## config.mk

```make
export PLATFORM = sky130hd
export DESIGN_NAME = fwd_scoreboard_unit
export DESIGN_NICKNAME = d
export VERILOG_FILES = /design/src/rtl/fwd_scoreboard_unit_pkg.sv /design/src/rtl/fwd_scoreboard_unit_select.sv /design/src/rtl/fwd_scoreboard_unit.sv
export SDC_FILE = /design/constraint.sdc
export NUM_CORES = 1
export LEC_CHECK = 0
export CAP_MARGIN = 20
export CORE_MARGIN = 1.5
export CORE_UTILIZATION = 35
export DETAILED_ROUTE_END_ITERATION = 10
export DONT_BUFFER_PORTS = 1
export HOLD_SLACK_MARGIN = 0.02
export PLACE_DENSITY = 0.53
export SLEW_MARGIN = 20
export SYNTH_ARGS = -nofsm -noshare
export SYNTH_HDL_FRONTEND = slang
export SYNTH_SLANG_ARGS = --single-unit
export TNS_END_PERCENT = 5
```

## constraint.sdc

```tcl
create_clock -name clk_i -period 2.58 [get_ports clk_i]
set_input_delay 0.258 -clock clk_i [delete_from_list [all_inputs] [get_ports clk_i]]
set_output_delay 0.258 -clock clk_i [all_outputs]
set_load 0.05 [all_outputs]
```

## src/rtl/fwd_scoreboard_unit_pkg.sv

```systemverilog
// Shared constants and width helper for the operand-forwarding / scoreboard block.
package fwd_scoreboard_unit_pkg;

  localparam int unsigned FWD_RF         = 0;
  localparam int unsigned FWD_STAGE_BASE = 1;
  localparam int unsigned DEFAULT_ADDR_W = 5;

  // Bits needed to hold 0..max_val; never narrower than 1 bit.
  function automatic int unsigned idx_width(input int unsigned max_val);
    return (max_val < 1) ? 1 : $clog2(max_val + 1);
  endfunction

endpackage

```

## src/rtl/fwd_scoreboard_unit_select.sv

```systemverilog
// Priority forwarding match for one source operand: the youngest matching producer wins.
module fwd_select
  import fwd_scoreboard_unit_pkg::*;
#(
  parameter int unsigned ADDR_W  = DEFAULT_ADDR_W,
  parameter int unsigned NUM_FWD = 2,
  parameter int unsigned SEL_W   = idx_width(NUM_FWD)
) (
  input  logic [ADDR_W-1:0]         src_addr_i,
  input  logic [NUM_FWD-1:0]        regwrite_i,
  input  logic [NUM_FWD*ADDR_W-1:0] rd_i,
  output logic [SEL_W-1:0]          sel_o
);

  logic found;

  always_comb begin
    sel_o = SEL_W'(FWD_RF);
    found = 1'b0;
    for (int unsigned k = 0; k < NUM_FWD; k++) begin
      if (!found && regwrite_i[k] &&
          (rd_i[k*ADDR_W +: ADDR_W] != '0) &&
          (rd_i[k*ADDR_W +: ADDR_W] == src_addr_i)) begin
        sel_o = SEL_W'(k + FWD_STAGE_BASE);
        found = 1'b1;
      end
    end
  end

endmodule

```

## src/rtl/fwd_scoreboard_unit.sv

```systemverilog
// Operand forwarding selects plus a per-register latency scoreboard that stalls ID
// while any read source still has an outstanding multi-cycle write.
module fwd_scoreboard_unit
  import fwd_scoreboard_unit_pkg::*;
#(
  parameter int unsigned ADDR_W  = DEFAULT_ADDR_W,
  parameter int unsigned NUM_SRC = 2,
  parameter int unsigned NUM_FWD = 2,
  parameter int unsigned MAX_LAT = 3,
  localparam int unsigned CNT_W  = idx_width(MAX_LAT),
  localparam int unsigned SEL_W  = idx_width(NUM_FWD)
) (
  input  logic                      clk_i,
  input  logic                      rst_i,
  input  logic [NUM_SRC*ADDR_W-1:0] ex_src_addr_i,
  input  logic [NUM_FWD-1:0]        fwd_regwrite_i,
  input  logic [NUM_FWD*ADDR_W-1:0] fwd_rd_i,
  output logic [NUM_SRC*SEL_W-1:0]  fwd_sel_o,
  input  logic [NUM_SRC*ADDR_W-1:0] id_src_addr_i,
  input  logic [NUM_SRC-1:0]        id_src_valid_i,
  input  logic                      issue_valid_i,
  input  logic                      issue_regwrite_i,
  input  logic [ADDR_W-1:0]         issue_rd_i,
  input  logic [CNT_W-1:0]          issue_lat_i,
  input  logic                      flush_i,
  output logic                      stall_o,
  output logic [15:0]               stall_cnt_o
);

  localparam int unsigned NUM_REGS = 2**ADDR_W;

  logic [CNT_W-1:0] pend_q [NUM_REGS];
  logic [CNT_W-1:0] pend_d [NUM_REGS];
  logic [15:0]      stall_cnt_q, stall_cnt_d;
  logic             issue_acc;

  for (genvar s = 0; s < NUM_SRC; s++) begin : g_src
    fwd_select #(
      .ADDR_W  (ADDR_W),
      .NUM_FWD (NUM_FWD),
      .SEL_W   (SEL_W)
    ) u_sel (
      .src_addr_i (ex_src_addr_i[s*ADDR_W +: ADDR_W]),
      .regwrite_i (fwd_regwrite_i),
      .rd_i       (fwd_rd_i),
      .sel_o      (fwd_sel_o[s*SEL_W +: SEL_W])
    );
  end

  always_comb begin
    stall_o = 1'b0;
    for (int unsigned s = 0; s < NUM_SRC; s++) begin
      if (id_src_valid_i[s] && (pend_q[id_src_addr_i[s*ADDR_W +: ADDR_W]] != '0)) begin
        stall_o = 1'b1;
      end
    end
  end

  assign issue_acc = issue_valid_i && !stall_o && issue_regwrite_i && (issue_rd_i != '0);

  // Entry 0 is never loaded, so it stays zero and r0 can never stall.
  always_comb begin
    for (int unsigned r = 0; r < NUM_REGS; r++) begin
      pend_d[r] = '0;
      if ((r != 0) && !flush_i) begin
        if (issue_acc && (issue_rd_i == ADDR_W'(r))) begin
          pend_d[r] = issue_lat_i;
        end else if (pend_q[r] != '0) begin
          pend_d[r] = pend_q[r] - CNT_W'(1);
        end
      end
    end
  end

  always_comb begin
    stall_cnt_d = stall_cnt_q;
    if (stall_o && (stall_cnt_q != '1)) begin
      stall_cnt_d = stall_cnt_q + 16'd1;
    end
  end

  always_ff @(posedge clk_i) begin
    if (!rst_i) begin
      for (int unsigned r = 0; r < NUM_REGS; r++) begin
        pend_q[r] <= '0;
      end
      stall_cnt_q <= '0;
    end else begin
      pend_q      <= pend_d;
      stall_cnt_q <= stall_cnt_d;
    end
  end

  assign stall_cnt_o = stall_cnt_q;

endmodule

```

# After elaboration in Yosys (flattened, before gate mapping)
# Index checks and enable logic that the tools add are counted.
# word_totals
regBits,80
input_bits,46
out_inout_bits,21
elab_cells,268
# classes
add_sub_neg,32
n_lt_le_gt_ge,2
eq_ne,36
n_mux,76
bitwise_logic,3
reduce_logical,86
# ops
op,count
$mux W2,68
$eq A5 B5 Y1 const B,16
$reduce_bool A2 Y1,33
$sub A2 B1 Y2 const B,31
$logic_and A1 B1 Y1,46
$eq A5 B4 Y1 const B,8
$bmux W2 S5,2
$eq A5 B3 Y1 const B,4
$eq A5 B5 Y1,4
$add A16 B1 Y16 const B,1
$ne A16 B16 Y1 const B,1
$reduce_bool A5 Y1,3
$ge A6 B6 Y1 const B,2
$not A5 Y6,2
$eq A5 B2 Y1 const B,2
$mux W1,6
$eq A5 B1 Y1 const B,1
$logic_not A1 Y1,3
$reduce_or A2 Y1,1
$not A1 Y1,1

# Longest topological paths before layout
# Gate-level depths: netlist of the first run.
# logic_depth
depth_word,14
mapped_depth,11
depth_no_buf,8

# Cells and area by module
# From an unflattened synthesis of the first run, not the netlist that was laid out.
# hier_totals
hier_cells,522
area_unflattened_um2,4485.6
# modules_own_cells
module,n_inst,cells_each,area_each_um2,seq_area_each_um2
fwd_scoreboard_unit,1,482,4182.8,1561.5
fwd_select,2,20,151.4,0.0

# Worst setup path before layout of the first run
# OpenSTA, ideal clock, no wires.
# synth_timing
path_type,input -> output
startpoint,input fwd_rd_i[1]
endpoint,output fwd_sel_o[1]
arrival_time_ps,2835
t_required_ps,2322
slack_ps,-513
cell_stages,4
path_buffers,0
cell_sequence,or4_1 o21ai_0 nor4_1 nor4_1
# synth_between
elab_chain_cells,9
elab_cells_between_ends,10
classes_between,eq/ne: 1; mux: 2; reduce/logical: 7
# synth_lines
item,line,text
"start, declared",fwd_scoreboard_unit.sv:17,"input logic [NUM_FWD*ADDR_W-1:0] fwd_rd_i,"
$reduce_bool A5 Y1,fwd_scoreboard_unit_select.sv:22,(rd_i[k*ADDR_W +: ADDR_W] != '0) &&
$logic_and A1 B1 Y1,fwd_scoreboard_unit_select.sv:21,if (!found && regwrite_i[k] &&
$logic_and A1 B1 Y1 (*),fwd_scoreboard_unit_select.sv:22,
$mux W1 (*),fwd_scoreboard_unit_select.sv:21,
$logic_not A1 Y1 (*),fwd_scoreboard_unit_select.sv:21,
$logic_and A1 B1 Y1 (*) (2 in series),fwd_scoreboard_unit_select.sv:21,
$logic_and A1 B1 Y1 (*),fwd_scoreboard_unit_select.sv:22,
$mux W2 (*),fwd_scoreboard_unit_select.sv:21,
"end, declared",fwd_scoreboard_unit.sv:18,"output logic [NUM_SRC*SEL_W-1:0] fwd_sel_o,"
# Every way passes the cells marked *; elsewhere a longest branch is shown, timed or not.

# Worst setup path in the final report of the first run
# layout_timing
startpoint,register pend_q[55] in the netlist's numbering
endpoint,register pend_q[39] in the netlist's numbering
# layout_between
elab_chain_cells,13
elab_cells_between_ends,18
classes_between,mux: 9; reduce/logical: 9
# layout_lines
item,line,text
"start, declared",fwd_scoreboard_unit.sv:32,logic [CNT_W-1:0] pend_q [NUM_REGS];
"start signal, assigned",fwd_scoreboard_unit.sv:89,pend_q <= pend_d;
$bmux W2 S5,fwd_scoreboard_unit.sv:53,if (id_src_valid_i[s] && (pend_q[id_src_addr_i[s*ADDR_W +: ADDR_W]] != '0)) begin
$mux W2 (not written as such) (2 in series),fwd_scoreboard_unit.sv:53,
$reduce_bool A2 Y1,fwd_scoreboard_unit.sv:53,
$logic_and A1 B1 Y1,fwd_scoreboard_unit.sv:53,
$mux W1,fwd_scoreboard_unit.sv:53,
$mux W1 (*),fwd_scoreboard_unit.sv:53,
$logic_not A1 Y1 (*),fwd_scoreboard_unit.sv:59,assign issue_acc = issue_valid_i && !stall_o && issue_regwrite_i && (issue_rd_i != '0);
$logic_and A1 B1 Y1 (*) (3 in series),fwd_scoreboard_unit.sv:59,
$logic_and A1 B1 Y1 (*),fwd_scoreboard_unit.sv:66,if (issue_acc && (issue_rd_i == ADDR_W'(r))) begin
$mux W2 (*),fwd_scoreboard_unit.sv:66,
# Every way passes the cells marked *; elsewhere a longest branch is shown, timed or not. The select of a mux whose other input is x is not followed.
# A chain may end at the register's enable or synchronous reset.

==> results.sh, run 1 <==
export IMPL_outcome="completed"
export IMPL_cts_root_buffer="clkbuf_16"
export IMPL_dp_hpwl_mm=9.592
export IMPL_clockBufferDepth=2
export IMPL_insertion_delay_ns=0.35
export IMPL_routedWlPerCell_microns=18.42
export IMPL_synth_edf_count=0
export IMPL_ioPinCount=67
export IMPL_cts_tree="yes"
export IMPL_n_antenna_cell=0
export IMPL_syn_num_nets=563
export IMPL_place_inst=703
export IMPL_synthFlopType="dfxtp_1"
export IMPL_slowest_stage="or4_4"
export IMPL_final_common_cell="dfxtp_1"
export IMPL_cap_violations=0
export IMPL_htree_levels=3
export IMPL_synth_seq_cells=78
export IMPL_p_per_area_nw_per_um2=534.3
export IMPL_grt_pass1_wl_mm=21.00
export IMPL_fp_dieW_microns=116.6
export IMPL_first_global_vias=4172
export IMPL_cp_start_kind="flip-flop"
export IMPL_core_sq_um=12620
export IMPL_slew_headroom=0.5735
export IMPL_clock_sinks=78
export IMPL_worstHoldPathCells=1
export IMPL_grt_overflow=0
export IMPL_instances_no_fill=721
export IMPL_setup_violations=0
export IMPL_vias=4127
export IMPL_worst_hold_path_endpoint="stall_cnt_o[8]$_SDFFE_PN0P_"
export IMPL_fin_crit_sh=0.9870
export IMPL_timing_rr_end="pend_q[39]$_SDFF_PP0_"
export IMPL_antenna_found_initial=0
export IMPL_reg2regPathDepth=9
export IMPL_tns_ns=0
export IMPL_final_nets=593
export IMPL_drc_errors=0
export IMPL_rsz0062_at_grt="true"
export IMPL_synth_cell_types=52
export IMPL_final_max_slew_violation_count=0
export IMPL_avgViaCountPerCell=5.724
export IMPL_ys_warnings_count=0
export IMPL_hold_path_startpoint="rst_i"
export IMPL_first_iter_violations=261
export IMPL_die_area_sq_um=13600
export IMPL_cp_arrival_ns=2.76
export IMPL_syn_area_per_cell_sq_um=8.754
export IMPL_max_freq_ghz=0.3927
export IMPL_worstPathCellList="or2_1, mux4_2, a211oi_2, or4_1, and4_4, buf_12, inv_12, or4_4, mux2i_1"
export IMPL_gp_congestion=0.8117
export IMPL_reg2reg_from="pend_q[55]$_SDFF_PP0_"
export IMPL_worst_pin_slew_ns=0.6383
export IMPL_layout_common_cells="dfxtp_1, mux2i_1, nand3_1"
export IMPL_rows=41
export IMPL_clock_skew_ns=0.01193
export IMPL_routed_wirelength_mm=13.28
export IMPL_dr_pass1_iters=4
export IMPL_start_util=0.3579
export IMPL_ant_nets=0
export IMPL_crit_required_ns=2.80
export IMPL_clk_pin_slew_ns=0.06
export IMPL_grt_start_max_net_pins=32
export IMPL_netlist_instances=516
export IMPL_place_area_sq_um=4976
export IMPL_period_needed_ns=2.546
export IMPL_ir_drop_v=0.0004169
export IMPL_postLayoutCellArea_sq_um=5388
export IMPL_yosysSeqAreaShare=0.3457
export IMPL_hold_buffers=0
export IMPL_numCtsBuffers=9
export IMPL_async_flop_share=0
export IMPL_critPathMaxFanout=9
export IMPL_hold_viol=0
export IMPL_critical_path_class="reg -> reg"
export IMPL_hold_class="in -> reg"
export IMPL_layout_drive_gt1_share=0.1603
export IMPL_max_stage_delay_ns=0.53
export IMPL_r2r_slack_ns=0.03
export IMPL_layout_area_overhead_vs_synth_pct=19.28
export IMPL_grt_util_all_layers=0.2023
export IMPL_die_y_microns=116.6
export IMPL_critPathCaptureType="flip-flop"
export IMPL_io_buffers=0
export IMPL_p_leak_uw=0.002130
export IMPL_synthesis_area_sq_um=4517
## critical path, delay by kind of cell (launching register included)
| kind | cells | cell delay, ns |
|---|---|---|
| AO/OA/AOI/OAI | 1 | 0.18 |
| AND/OR/NAND/NOR | 4 | 1.11 |
| multiplexers | 2 | 0.62 |
| flip-flops | 1 | 0.32 |
| buffers and inverters | 2 | 0.19 |
## area by class of cell
cell class	instances	area (sq um)
repair buffers	50	404.1
well taps	172	215.2
fillers	1302	7232
inverters	10	50.05
clock buffers	10	239.0
flip-flops and latches	78	1564
clock inverters	4	72.57
multi-input cells	397	2843
## repair_timing
item                                    CTS  global route
endpoints found under the setup margin   20            42
gates resized for setup                  18             4
pin swaps                                10             1
setup buffers                             4             0
## cells in the mapped netlist, drive strengths merged (4+ instances only)
library cell / count / area (sq um)
a211oi: 5 / 37.54
xnor2: 6 / 52.55
nand2b: 10 / 62.56
mux4: 4 / 90.09
nor2: 31 / 116.4
nor3: 22 / 110.1
or3: 7 / 43.79
nand2: 20 / 75.07
nor4b: 4 / 41.29
mux2i: 66 / 660.6
nand4: 13 / 81.33
and3: 7 / 43.79
clkbuf: 21 / 78.83
and4: 5 / 43.79
o21ai: 18 / 90.09
or4: 11 / 86.33
nor4: 7 / 43.79
nand3: 51 / 255.2
inv: 9 / 33.78
nor3b: 7 / 52.55
o211ai: 6 / 45.04
buf: 10 / 67.56
or2: 4 / 25.03
xor2: 14 / 122.6
a21oi: 12 / 60.06
nand3b: 36 / 270.3
dfxtp: 78 / 1562
## cells by family (layout without fill, tap and decap cells)
logic type,count (synthesis),after routing,share of synthesized area
and+or+nand+nor,247,247,0.3211
AOI/OAI and AO/OA,59,59,0.08477
adders and majority gates,1,1,0.002770
muxes,70,70,0.1662
xor gates and xnor gates,20,20,0.03878
DFF,78,78,0.3457
buffers and inverters,41,74,0.04072
## metrics by stage
step	setup WS [ns]	util	total power, uW	hold WS [ns]
2_1_floorplan	-0.4293	-	1451	0.4067
3_3_place_gp	-0.08494	0.3943	1502	0.3808
3_5_place_dp	-0.1853	0.3943	1505	0.3833
4_1_cts	-0.04268	0.4259	2900	0.02081
5_1_grt	-0.03872	0.4269	2989	0.02016
6_report	0.03351	0.4269	2879	0.03333
## metal layers
metal | vias up | global-route usage | share of wire
met3 | 14 | 0.06227 | 0.059
met5 | - | 0 | 0
met4 | 0 | 0.06586 | 0.023
li1 | 1986 | - | -
met1 | 2012 | 0.2321 | 0.42
met2 | 115 | 0.3596 | 0.50
## how the worst max path moves through the flow
stage                     startpoint                    end  slack [ns]  cells after the start
3_5_place_dp   pend_q[55]$_SDFF_PP0_  pend_q[31]$_SDFF_PP0_       -0.19                      9
3_3_place_gp   pend_q[55]$_SDFF_PP0_  pend_q[31]$_SDFF_PP0_       -0.08                      9
5_1_grt        pend_q[54]$_SDFF_PP0_  pend_q[31]$_SDFF_PP0_       -0.04                      9
6_report       pend_q[55]$_SDFF_PP0_  pend_q[39]$_SDFF_PP0_        0.03                      9
2_1_floorplan            fwd_rd_i[1]           fwd_sel_o[3]       -0.43                      4
4_1_cts        pend_q[60]$_SDFF_PP0_                stall_o       -0.04                      9
## state kept, by name (all words and copies together), names as in the netlist
name and cells:
pend_q 62, stall_cnt_o 16
## report_power, final
group / total [uW] / internal [uW] / switching (uW)
sequential: 1210 / 1210 / 2.73
clock: 1370 / 861 / 506
combinational: 300 / 126 / 173
total: 2880 / 2200 / 682
Power figures use the tool's default switching activity.
==> inputs of run 2 (changes only) <==
RECOVER_POWER = 25   (was unset)
==> run 2 against run 1 <==
Effect of this change:
- routed wire length about the same
- setup slack gained 0.0016 ns
- global-route usage unchanged
- core utilization is 0.53 points lower
- register-to-register slack about the same
- first-iteration DRC count is 0.77% lower
- final area down 1.2%
- critical path type unchanged
- largest cell class unchanged
- largest power group unchanged
- highest routed layer unchanged
==> results.sh, run 2 (synthesized netlist as in run 1, its figures left out) <==
export IMPL_outcome="completed"
export IMPL_insertion_delay_ns=0.35
export IMPL_htree_levels=3
export IMPL_grt_overflow=0
export IMPL_layout_drive_gt1_share=0.1293
export IMPL_layout_common_cells="dfxtp_1, mux2i_1, nand3_1"
export IMPL_clockBufferDepth=2
export IMPL_first_iter_violations=259
export IMPL_n_antenna_cell=0
export IMPL_postLayoutCellArea_sq_um=5321
export IMPL_reg2reg_from="pend_q[55]$_SDFF_PP0_"
export IMPL_instances_no_fill=721
export IMPL_seqPwrFrac=0.422
export IMPL_r2r_slack_ns=0.04
export IMPL_final_common_cell="dfxtp_1"
export IMPL_p_leak_uw=0.002061
export IMPL_clockPowerShare=0.476
export IMPL_fin_total_pwr_uw=2872
export IMPL_clock_skew_ns=0.01214
export IMPL_ir_drop_v=0.0004164
export IMPL_ant_nets=0
export IMPL_swShare=0.2368
export IMPL_cp_arrival_ns=2.76
export IMPL_regMostFlops="pend_q"
export IMPL_rows=41
export IMPL_hold_class="in -> reg"
export IMPL_cts_tree="yes"
export IMPL_power_frac_comb=0.103
export IMPL_gp_congestion=0.8117
export IMPL_cap_violations=0
export IMPL_worst_pin_slew_ns=0.7962
export IMPL_tns_ns=0
export IMPL_fp_dieW_microns=116.6
export IMPL_grt_util_all_layers=0.2023
export IMPL_cts_root_buffer="clkbuf_16"
export IMPL_slew_headroom=0.4692
export IMPL_clk_pin_slew_ns=0.06
export IMPL_critPathMaxFanout=9
export IMPL_hold_path_startpoint="rst_i"
export IMPL_worstHoldPathCells=1
export IMPL_power_switching_uw=680.2
export IMPL_timing_rr_end="pend_q[39]$_SDFF_PP0_"
export IMPL_layout_area_overhead_vs_synth_pct=17.81
export IMPL_io_buffers=0
export IMPL_cp_start_kind="flip-flop"
export IMPL_avgViaCountPerCell=5.699
export IMPL_rsz0062_at_grt="true"
export IMPL_ioPinCount=67
export IMPL_core_sq_um=12620
export IMPL_place_inst=703
export IMPL_vias=4109
export IMPL_dp_hpwl_mm=9.592
export IMPL_routed_wirelength_mm=13.29
export IMPL_p_int_uw=2192
export IMPL_grt_start_max_net_pins=32
export IMPL_critPathCaptureType="flip-flop"
export IMPL_critical_path_class="reg -> reg"
export IMPL_final_nets=593
export IMPL_p_per_area_nw_per_um2=539.8
export IMPL_clock_sinks=78
export IMPL_max_freq_ghz=0.3929
export IMPL_final_max_slew_violation_count=0
export IMPL_first_global_vias=4172
export IMPL_setup_violations=0
export IMPL_die_area_sq_um=13600
export IMPL_grt_pass1_wl_mm=21.00
export IMPL_dr_pass1_iters=4
export IMPL_period_needed_ns=2.545
export IMPL_place_area_sq_um=4976
export IMPL_numCtsBuffers=9
export IMPL_fin_crit_sh=0.9864
export IMPL_die_y_microns=116.6
export IMPL_worst_hold_path_endpoint="stall_cnt_o[8]$_SDFFE_PN0P_"
export IMPL_start_util=0.3579
export IMPL_largest_register_ffs=62
export IMPL_hold_buffers=0
export IMPL_drc_errors=0
export IMPL_routedWlPerCell_microns=18.43
export IMPL_antenna_found_initial=0
export IMPL_hold_viol=0
export IMPL_crit_required_ns=2.79
export IMPL_reg2regPathDepth=9
[run 2: cell types whose count changed in the layout (fill, tap and decap cells not counted)]
cell	delta
nor4_1	+1
clkbuf_1	+16
buf_4	-16
nor4_2	-1
[run 2: worst max-delay path, stage by stage (launching register included)]
cell and delay [ns]:
dfxtp_1 0.32, or2_1 0.22, mux4_2 0.48, a211oi_2 0.18
or4_1 0.14, and4_4 0.22, buf_12 0.14, inv_12 0.05
or4_4 0.52, mux2i_1 0.14
[run 2: area by class of cell]
class / instances / area [sq um]
clock buffer: 10 / 239.0
clock inverter: 4 / 72.57
fill: 1320 / 7298
inverter: 10 / 50.05
multi-input combinational: 397 / 2836
sequential: 78 / 1564
tap: 172 / 215.2
timing repair buffer: 50 / 344.1
[run 2: power by group through the flow]
stage / sequential [uW] / clock [uW] / combinational [uW]
CTS: 1210 / 1390 / 298
floorplan: 1250 / 0 / 199
global placement: 1240 / 0 / 264
detailed placement: 1240 / 0 / 267
global route: 1210 / 1450 / 318
finish: 1210 / 1370 / 294
[run 2: layer usage]
metal | vias up | GRT usage | routed length (microns)
met2 | 113 | 0.3596 | 6551
li1 | 1986 | - | -
met3 | 17 | 0.06227 | 814
met4 | 0 | 0.06586 | 308
met1 | 1993 | 0.2321 | 5614
met5 | - | 0 | 0
[run 2: worst max-delay path by stage]
stage | startpoint | end | slack [ns]
after floorplan | fwd_rd_i[1] | fwd_sel_o[3] | -0.43
after global placement | pend_q[55]$_SDFF_PP0_ | pend_q[31]$_SDFF_PP0_ | -0.08
after detailed placement | pend_q[55]$_SDFF_PP0_ | pend_q[31]$_SDFF_PP0_ | -0.19
after CTS | pend_q[60]$_SDFF_PP0_ | stall_o | -0.04
after global routing | pend_q[54]$_SDFF_PP0_ | pend_q[31]$_SDFF_PP0_ | -0.04
final | pend_q[55]$_SDFF_PP0_ | pend_q[39]$_SDFF_PP0_ | 0.04
[run 2: repair_timing]
item / 4_1_cts / 5_1_grt
pin swaps: 10 / 1
gates resized for setup: 18 / 4
endpoints found under the setup margin: 20 / 42
setup buffers: 4 / 0
[run 2: metrics by stage]
stage	utilization	worst slack (ns)	hold slack, ns
2_1_floorplan	-	-0.4293	0.4067
3_3_place_gp	0.3943	-0.08494	0.3808
3_5_place_dp	0.3943	-0.1853	0.3833
4_1_cts	0.4259	-0.04268	0.02081
5_1_grt	0.4217	-0.03872	0.02016
6_report	0.4217	0.03512	0.03255
